**config.mk**
```make
export PLATFORM = sky130hd
export DESIGN_NAME = wb_conbus_rr
export DESIGN_NICKNAME = d
export VERILOG_FILES = /design/src/rtl/wb_pkg.sv /design/src/rtl/wb_rr_arbiter.sv /design/src/rtl/wb_conbus_rr.sv
export SDC_FILE = /design/constraint.sdc
export NUM_CORES = 1
export LEC_CHECK = 0
export BUFFER_PORTS_ARGS = -buffer_cell sky130_fd_sc_hd__buf_2
export CAP_MARGIN = 20
export CORE_AREA = 2 2 121 123
export DETAILED_ROUTE_END_ITERATION = 16
export DIE_AREA = 0 0 123 125
export PLACE_DENSITY = 0.55
export REMOVE_ABC_BUFFERS = 1
export SLEW_MARGIN = 10
export SYNTH_ARGS = -nofsm -noshare
export SYNTH_HDL_FRONTEND = slang
export SYNTH_SLANG_ARGS = --single-unit
```
**constraint.sdc**
```tcl
create_clock -name sys_clk -period 2.19 [get_ports sys_clk]
set_input_delay 0 -clock sys_clk [delete_from_list [all_inputs] [get_ports sys_clk]]
set_output_delay 0 -clock sys_clk [all_outputs]
set_load 0.005 [all_outputs]
```
**src/rtl/wb_pkg.sv**
```systemverilog
// Shared types and helpers for the round-robin Wishbone interconnect.
package wb_pkg;

  localparam int WB_DW = 32;
  localparam int WB_AW = 30;

  typedef enum logic {
    ST_IDLE,
    ST_OWNED
  } bus_state_t;

  // Width needed to hold indices 0..value-1; never returns less than 1.
  function automatic int clog2(input int value);
    int w;
    w = 1;
    while ((1 << w) < value) w++;
    return w;
  endfunction

endpackage

```
**src/rtl/wb_rr_arbiter.sv**
```systemverilog
// Combinational round-robin pick: first requester after last_gnt, wrapping.
module wb_rr_arbiter
  import wb_pkg::*;
#(
  parameter int NM = 2,
  parameter int GW = clog2(NM)
) (
  input  logic [NM-1:0] req,
  input  logic [GW-1:0] last_gnt,
  output logic [GW-1:0] next_gnt,
  output logic          valid
);

  always_comb begin
    next_gnt = last_gnt;
    valid    = 1'b0;
    for (int i = 1; i <= NM; i++) begin
      for (int j = 0; j < NM; j++) begin
        if (!valid && req[j] && (j == (int'(last_gnt) + i) % NM)) begin
          valid    = 1'b1;
          next_gnt = GW'(j);
        end
      end
    end
  end

endmodule

```
**src/rtl/wb_conbus_rr.sv**
```systemverilog
// Shared-bus Wishbone interconnect: NM masters, NS slaves, round-robin
// ownership per cycle, address-decoded slave select, unmapped/timeout errors.
//   state    | meaning
//   ST_IDLE  | no owner; arbitrate among m_cyc, all strobes/acks low
//   ST_OWNED | master gnt owns the bus until it drops m_cyc
module wb_conbus_rr
  import wb_pkg::*;
#(
  parameter int NM       = 2,
  parameter int NS       = 2,
  parameter int AW       = WB_AW,
  parameter int DW       = WB_DW,
  parameter int DEC_BITS = 3,
  parameter int TIMEOUT  = 256
) (
  input  logic                   sys_clk,
  input  logic                   sys_rst_n,
  input  logic [NM*AW-1:0]       m_adr,
  input  logic [NM*DW-1:0]       m_dat_w,
  input  logic [NM*(DW/8)-1:0]   m_sel,
  input  logic [NM-1:0]          m_we,
  input  logic [NM-1:0]          m_cyc,
  input  logic [NM-1:0]          m_stb,
  output logic [DW-1:0]          m_dat_r,
  output logic [NM-1:0]          m_ack,
  output logic [NM-1:0]          m_err,
  output logic [AW-1:0]          s_adr,
  output logic [DW-1:0]          s_dat_w,
  output logic [DW/8-1:0]        s_sel,
  output logic                   s_we,
  output logic [NS-1:0]          s_cyc,
  output logic [NS-1:0]          s_stb,
  input  logic [NS*DW-1:0]       s_dat_r,
  input  logic [NS-1:0]          s_ack
);

  localparam int GW = clog2(NM);
  localparam int SW = DW / 8;
  localparam int CW = clog2(TIMEOUT + 1);

  bus_state_t          state_q, state_d;
  logic [GW-1:0]       gnt_q, gnt_d, arb_gnt;
  logic                arb_valid;
  logic [CW-1:0]       to_cnt_q;
  logic                err_q;

  logic [AW-1:0]       g_adr;
  logic [DW-1:0]       g_dat_w;
  logic [SW-1:0]       g_sel;
  logic                g_we, g_cyc, g_stb;
  logic [DEC_BITS-1:0] s_idx;
  logic                owned, mapped, act, stb_ok, to_fire;
  logic                slv_ack, ack_out, err_out;
  logic [DW-1:0]       slv_dat;

  wb_rr_arbiter #(.NM(NM), .GW(GW)) u_arb (
    .req      (m_cyc),
    .last_gnt (gnt_q),
    .next_gnt (arb_gnt),
    .valid    (arb_valid)
  );

  always_comb begin
    g_adr   = '0;
    g_dat_w = '0;
    g_sel   = '0;
    g_we    = 1'b0;
    g_cyc   = 1'b0;
    g_stb   = 1'b0;
    for (int i = 0; i < NM; i++) begin
      if (gnt_q == GW'(i)) begin
        g_adr   = m_adr[i*AW +: AW];
        g_dat_w = m_dat_w[i*DW +: DW];
        g_sel   = m_sel[i*SW +: SW];
        g_we    = m_we[i];
        g_cyc   = m_cyc[i];
        g_stb   = m_stb[i];
      end
    end
  end

  assign s_idx   = g_adr[AW-1 -: DEC_BITS];
  assign mapped  = (int'(s_idx) < NS);
  assign owned   = (state_q == ST_OWNED);
  assign act     = owned && g_cyc && g_stb;
  assign to_fire = (TIMEOUT != 0) && act && (int'(to_cnt_q) == TIMEOUT);
  // A cycle carrying an error response never also forwards a strobe or ack.
  assign stb_ok  = act && !to_fire && !err_q;
  assign ack_out = stb_ok && mapped && slv_ack;
  assign err_out = owned && g_cyc && (err_q || to_fire);

  always_comb begin
    slv_ack = 1'b0;
    slv_dat = '0;
    for (int k = 0; k < NS; k++) begin
      if (int'(s_idx) == k) begin
        slv_ack = s_ack[k];
        slv_dat = s_dat_r[k*DW +: DW];
      end
    end
  end

  always_comb begin
    s_cyc   = '0;
    s_stb   = '0;
    m_ack   = '0;
    m_err   = '0;
    s_adr   = owned ? g_adr   : '0;
    s_dat_w = owned ? g_dat_w : '0;
    s_sel   = owned ? g_sel   : '0;
    s_we    = owned && g_we;
    m_dat_r = (owned && mapped) ? slv_dat : '0;
    for (int k = 0; k < NS; k++) begin
      if (owned && mapped && int'(s_idx) == k) begin
        s_cyc[k] = g_cyc;
        s_stb[k] = stb_ok;
      end
    end
    for (int i = 0; i < NM; i++) begin
      if (gnt_q == GW'(i)) begin
        m_ack[i] = ack_out;
        m_err[i] = err_out;
      end
    end
  end

  always_comb begin
    state_d = state_q;
    gnt_d   = gnt_q;
    case (state_q)
      ST_IDLE: begin
        if (arb_valid) begin
          state_d = ST_OWNED;
          gnt_d   = arb_gnt;
        end
      end
      ST_OWNED: begin
        if (!g_cyc) state_d = ST_IDLE;
      end
      default: state_d = ST_IDLE;
    endcase
  end

  // gnt resets to NM-1 so the first scan after reset starts at master 0.
  always_ff @(posedge sys_clk or negedge sys_rst_n) begin
    if (!sys_rst_n) begin
      state_q  <= ST_IDLE;
      gnt_q    <= GW'(NM - 1);
      to_cnt_q <= '0;
      err_q    <= 1'b0;
    end else begin
      state_q <= state_d;
      gnt_q   <= gnt_d;
      err_q   <= act && !mapped && !err_q;
      if (!owned || !g_cyc || ack_out || err_out) begin
        to_cnt_q <= '0;
      end else if (g_stb && TIMEOUT != 0) begin
        to_cnt_q <= to_cnt_q + 1'b1;
      end
    end
  end

endmodule

```
==> results of run 1 <==
what timing repair did:
item | 4_1_cts | 5_1_grt
hold buffers | 2 | 0
hold endpoints to repair | 13 | 0
setup endpoints to repair | 0 | 2
buffers inserted | 0 | 0
gates resized for setup | 0 | 2
power groups by stage:
stage,registers (mW),clock network (mW),logic (mW)
4_1_cts,0.318,0.348,2.58
5_1_grt,0.329,0.360,2.79
3_3_place_gp,0.319,0,2.57
3_5_place_dp,0.320,0,2.57
2_1_floorplan,0.545,0,1.23
6_report,0.320,0.342,2.54
cell families after synthesis:
family	after synthesis	share of synthesized area (%)
fa+ha+maj	2	1.12
simple gates	174	33.4
mux	72	33.0
compound gates	41	10.4
xor+xnor	7	2.75
buf+inv	30	5.94
flops	12	13.5
final timing paths:
path	startpoint	end	slack, ps	cells after the start
setup / recovery	gnt_q	m_ack[1]	150	5
hold / removal	m_cyc[1]	owned	60	3
setup reg to reg	gnt_q	to_cnt_q[8]	320	5
hold reg to reg	to_cnt_q[7]	to_cnt_q[7]	590	2
max in group asynchronous	sys_rst_n	gnt_q	1730	2
min in group asynchronous	sys_rst_n	to_cnt_q[5]	180	2
layer usage:
metal / track usage (%) / part of all wire (%) / up-vias
li1: - / - / 1769
met1: 15.4 / 39 / 1508
met2: 25.3 / 49 / 190
met3: 3.56 / 10 / 10
met4: 2.61 / 1.8 / 0
met5: 0 / 0 / -
synthesized netlist by cell type (all sizes together):
| cell | n | area (um^2) |
|---|---|---|
| clkbuf | 13 | 48.8 |
| nor2 | 78 | 293 |
| nor4 | 2 | 12.5 |
| nor3 | 6 | 41.3 |
| a21oi | 37 | 185 |
| and3 | 2 | 12.5 |
| nand4 | 5 | 31.3 |
| xor2 | 5 | 43.8 |
| o31ai | 1 | 7.51 |
| and3b | 1 | 8.76 |
| o311ai | 1 | 26.3 |
| buf | 13 | 68.8 |
| or3b | 1 | 11.3 |
| inv | 4 | 15.0 |
| mux2 | 2 | 22.5 |
| nand4b | 1 | 8.76 |
| xnor2 | 2 | 17.5 |
| ha | 2 | 25.0 |
| nor4b | 3 | 32.5 |
| mux2i | 70 | 713 |
| nand3 | 2 | 10.0 |
| dfstp | 1 | 26.3 |
| nand2 | 70 | 263 |
| nor3b | 1 | 7.51 |
| nand2b | 2 | 12.5 |
| a31oi | 2 | 12.5 |
| dfrtp | 11 | 275 |
worst register-to-register path, delay by kind of cell (launching register included):
kind / cells / cell delay (ps)
simple gates: 1 / 110
mux: 2 / 370
flops: 1 / 690
compound gates: 1 / 400
buf+inv: 1 / 160
flip-flops by register name (all words and copies together), names as in the netlist:
signal / flops
owned: 1
to_cnt_q: 9
gnt_q: 1
err_q: 1
cell type report:
| cell class | instances | share of cell area (%) |
|---|---|---|
| well taps | 184 | 5.54 |
| repair buffers | 327 | 41.0 |
| diodes | 5 | 0.301 |
| clock buffers | 4 | 1.90 |
| flip-flops and latches | 12 | 7.35 |
| inverters | 4 | 0.361 |
| multi-input cells | 296 | 43.5 |
metrics by stage:
stage	setup TNS (ps)	cells	worst slack [ps]	cell area, um^2	power [mW]
2_1_floorplan	-50590	312	-1240	2110	1.77
3_3_place_gp	0	821	282	4030	2.89
3_5_place_dp	0	821	291	4030	2.89
4_1_cts	0	827	25.8	4130	3.25
5_1_grt	0	829	22.6	4150	3.48
6_report	0	832	146	4150	3.20
==> summary.md, run 1 <==
| Metric | Value |
|---|---|
| Via density per instance | 4.18 |
| Slowest stage cell on the critical path | dfstp_4 |
| Sequential share of the synthesized area | 13.5% |
| Max stage delay on crit path | 690 ps |
| Dpl hpwl | 9830 um |
| Pint | 1.68 mW |
| Power density relative to cell area | 770 nW/um^2 |
| Final weighted congestion of routability-driven global placement | 0.787 |
| Wirelength, routed | 11500 um |
| Layout-stage area growth over the synthesis result | 86.1% |
| Top delay family on crit path | simple AND/OR/NAND/NOR gates |
| Final setup violation count | 0 |
| Share of the core filled with cells in the final layout | 29.2% |
| Clock share of power | 10.7% |
| Worst Path Buf+Inv | 1 |
| Most common cell after layout, fill and taps aside | buf_2 |
| Least-Margin Pin Slew | 712 ps |
| Total routing usage reported by global routing | 13.6% |
| Insertion delay to the later sink of the worst-skew pair | 240 ps |
| Clock transition time at the flip-flop clock pins of the worst setup and hold paths | 40 ps |
| CTS H-tree lvls | 1 |
| Power spent charging and discharging nets | 1.52 mW |
| Kind of start point of the critical path | register |
| Required time of the critical path | 2190 ps |
| Antenna violations before repair | 4 |
| Cells after synthesis | 338 |
| Average cell area after synthesis | 6.60 um^2 |
| Max Clock Skew | 2.65 ps |
| Final Hold Slack | 60.2 ps |
| Sequential cell fraction of total power | 10.0% |
| CP Data Arrival Time | 2040 ps |
| Vias after detailed routing | 3477 |
| Width of the die | 123 um |
| Number of design rule violations left after detail routing | 0 |
| Worst-case clock buffer depth | 2 |
| Height of the chip | 125 um |
| CP Max Fanout | 9 |
| Part of the cycle the worst path needs | 93.3% |
| Number of antenna-violating nets in the routed design | 0 |
| Classification of the worst-slack hold path | in -> reg |
| Layout cell share with drive strength beyond 1 | 52.7% |
| Wire length of the first global-routing pass | 16400 um |
| Critical Path End Type | output pin |
| Maximum vdd ir drop | 0.296 mV |
| Combined area of all synthesized cells | 2230 um^2 |
| Sequential cell area | 305 um^2 |
| Part of the power in combinational logic | 79.3% |
| Port bufs | 312 |
| Yosys warnings | 0 |
| Top library cells by usage in the layout, fill and taps aside | 312 x buf_2, 78 x nor2_1, 70 x nand2_1 |
| RSZ-0062 raised after global routing | no |
| Achievable clock frequency | 0.489 GHz |
| Number of sinks handled by clock tree synthesis | 12 |
| Ordered list of cells on the worst path | mux2i_2 > nor3_4 > or3b_4 > nor4b_2 > buf_2 |
| Number of synthesized register bits | 12 |
| Pin count of the biggest net entering global routing | 70 |
| Die Outline Area | 15400 um^2 |
| Result of the run | complete, no violations |
| Via count of the first global-routing pass | 3158 |
| LEAKAGE | 2.53 nW |
| Root buffer cell | clkbuf_16 |
| Final-report max-slew violation count | 0 |
| Total number of placement rows | 44 |
| Clock tree from TritonCTS | done |
| Slew headroom | 52.5% |
| Number of buffers created by CTS | 3 |
| Core box area | 14200 um^2 |
| Multi-input gate area in the final layout | 1810 um^2 |
| Crit Path Class | reg -> out |
| Detail-routed net length per standard cell | 13.8 um |
| Number of DRC violations after detailed-routing iteration 0 | 70 |
| Switching share of total power | 47.6% |
| Starting density of the core | 15.7% |
| Final global-route overflow total | 0 |
| Number of nets at the end of the flow | 852 |
| Max-cap violation count | 0 |
| Final Hold Violating Endpoints | 0 |
| Initial DRT Pass Iterations | 4 |
| Post-synth cell types | 33 |
| Count of boundary I/O pins | 313 |
| Filler Cell Count | 1631 |
| Minimum period implied by the final worst setup slack | 2040 ps |
No activity file was read; power rests on OpenSTA's default activity.
==> inputs of run 2 (changes only) <==
Settings changed: CORE_AREA 2 2 121 123 to 2 2 122 124, DIE_AREA 0 0 123 125 to 0 0 124 126, PLACE_DENSITY 0.55 to 0.54.
Clock period 2.19 ns to 2.6 ns, I/O delays scaled along.
==> run 2 against run 1 <==
Global-route usage shrank 0.34 points. Final cell count shrank 0.96%. Sequential share of layout area grew 0.11 points. Clock-buffer cell count unchanged. Largest power group unchanged.
==> summary.md, run 2 (same netlist as run 1, synthesis figures left out) <==
| Metric | Value |
|---|---|
| Result of the run | complete, no violations |
| Sequential cell fraction of total power | 11.2% |
| Final-report max-slew violation count | 0 |
| Final setup violation count | 0 |
| Number of nets at the end of the flow | 848 |
| Via count of the first global-routing pass | 3138 |
| Post-placement cell count | 817 |
| Root buffer cell | clkbuf_16 |
| Pin count of the biggest net entering global routing | 70 |
| Top library cells by usage in the layout, fill and taps aside | 312 x buf_2, 78 x nor2_1, 70 x nand2_1 |
| Core box area | 14300 um^2 |
| Wire length of the first global-routing pass | 16200 um |
| Via density per instance | 4.25 |
| Detail-routed net length per standard cell | 14.0 um |
| Final standard cell count with taps included and fillers excluded | 824 |
| Height of the chip | 126 um |
| Pint | 1.38 mW |
| Clock transition time at the flip-flop clock pins of the worst setup and hold paths | 40 ps |
| Layout-stage area growth over the synthesis result | 83.4% |
| Layout cell share with drive strength beyond 1 | 52.3% |
| Number of buffers created by CTS | 3 |
| Final Hold Slack | 48.5 ps |
| Initial DRT Pass Iterations | 4 |
| Achievable clock frequency | 0.411 GHz |
| Max-cap violation count | 0 |
| Crit Path Class | reg -> out |
| Required time of the critical path | 2600 ps |
| Register-to-Register Path Depth | 5 |
| Width of the die | 124 um |
| Hold Crit Depth | 3 |
| Number of buffers inserted to repair setup after CTS | 0 |
| Antenna violations before repair | 3 |
| Power density relative to cell area | 643 nW/um^2 |
| Wirelength, routed | 11500 um |
| CTS H-tree lvls | 1 |
| Final weighted congestion of routability-driven global placement | 0.843 |
| Clock share of power | 11.7% |
| Die Outline Area | 15600 um^2 |
| Reg with most FFs | to_cnt_q |
| Most common cell after layout, fill and taps aside | buf_2 |
| Worst-case clock buffer depth | 2 |
| Switching share of total power | 47.4% |
| Final Hold Violating Endpoints | 0 |
| Count of boundary I/O pins | 313 |
| CP Data Arrival Time | 2440 ps |
| Total routing usage reported by global routing | 13.3% |
| Number of design rule violations left after detail routing | 0 |
| Power spent charging and discharging nets | 1.25 mW |
| Port bufs | 312 |
| CP Max Fanout | 16 |
| Slew headroom | 52.4% |
| Number of antenna-violating nets in the routed design | 0 |
| Vias after detailed routing | 3505 |
| LEAKAGE | 2.51 nW |
| Critical Path End Type | output pin |
| Final Total Pwr | 2.63 mW |
| Part of the cycle the worst path needs | 93.7% |
| Starting density of the core | 15.6% |
| Maximum vdd ir drop | 0.283 mV |
| RSZ-0062 raised after global routing | no |
| Classification of the worst-slack hold path | in -> reg |
| Number of sinks handled by clock tree synthesis | 12 |
| Flip-flop count of the largest register, all copies and words added | 9 |
| Share of the core filled with cells in the final layout | 28.6% |
| Insertion delay to the later sink of the worst-skew pair | 240 ps |
| Part of the power in combinational logic | 77.1% |
| Minimum period implied by the final worst setup slack | 2440 ps |
| Number of DRC violations after detailed-routing iteration 0 | 67 |
| Max Clock Skew | 0.937 ps |
| Clock tree from TritonCTS | done |
| Total number of placement rows | 44 |
| Kind of start point of the critical path | register |
| Final global-route overflow total | 0 |
| Dpl hpwl | 9950 um |
| Least-Margin Pin Slew | 714 ps |
run 2: metrics by stage:
stage          setup slack (ps)  area, um^2  TNS, ps
2_1_floorplan              -828        2110   -29870
4_1_cts                     157        4090        0
5_1_grt                    54.1        4090        0
3_3_place_gp                437        3980        0
3_5_place_dp                429        3980        0
6_report                    165        4090        0
run 2: worst paths after layout:
kind / start / endpoint / slack (ps)
worst max-delay path: gnt_q / m_ack[0] / 160
worst min-delay path: m_cyc[1] / owned / 50
worst max register to register: gnt_q / to_cnt_q[6] / 450
worst min register to register: to_cnt_q[8] / to_cnt_q[8] / 570
max in group asynchronous: sys_rst_n / gnt_q / 2150
min in group asynchronous: sys_rst_n / to_cnt_q[2] / 170
run 2: critical path: stages (launching register included):
cell and delay [ps]:
dfstp_4 740, mux2i_1 230, nor3_4 260, or3b_4 460
nor4_1 330, buf_2 180
run 2: layout make-up:
type / count / area [um^2]
fill: 1642 / 10200
multi-input combinational: 296 / 1800
timing repair buffer: 323 / 1650
sequential: 12 / 305
tap: 184 / 230
clock buffer: 4 / 88.8
inverter: 4 / 15.0
antenna: 1 / 2.50
run 2: timing repair:
action	4_1_cts	5_1_grt
setup endpoints to repair	0	1
hold endpoints to repair	13	0
resized for setup	0	1
hold buffers	2	0
run 2: power by group through the flow:
| stage | clock network, mW | registers, mW | logic [mW] |
|---|---|---|---|
| CTS | 0.314 | 0.296 | 2.06 |
| global placement | 0 | 0.298 | 2.05 |
| finish | 0.307 | 0.296 | 2.03 |
| floorplan | 0 | 0.459 | 1.03 |
| detailed placement | 0 | 0.298 | 2.05 |
| global route | 0.324 | 0.304 | 2.24 |
run 2: routing by layer:
metal  share of wire [%]  track usage, %  vias up  wire, um
met4                 1.9            2.71        4       214
met5                0.23               0        -        27
li1                    -               -     1744         -
met2                  51            25.5      208      5860
met1                  38            14.7     1535      4370
met3                 9.2            2.81       14      1060
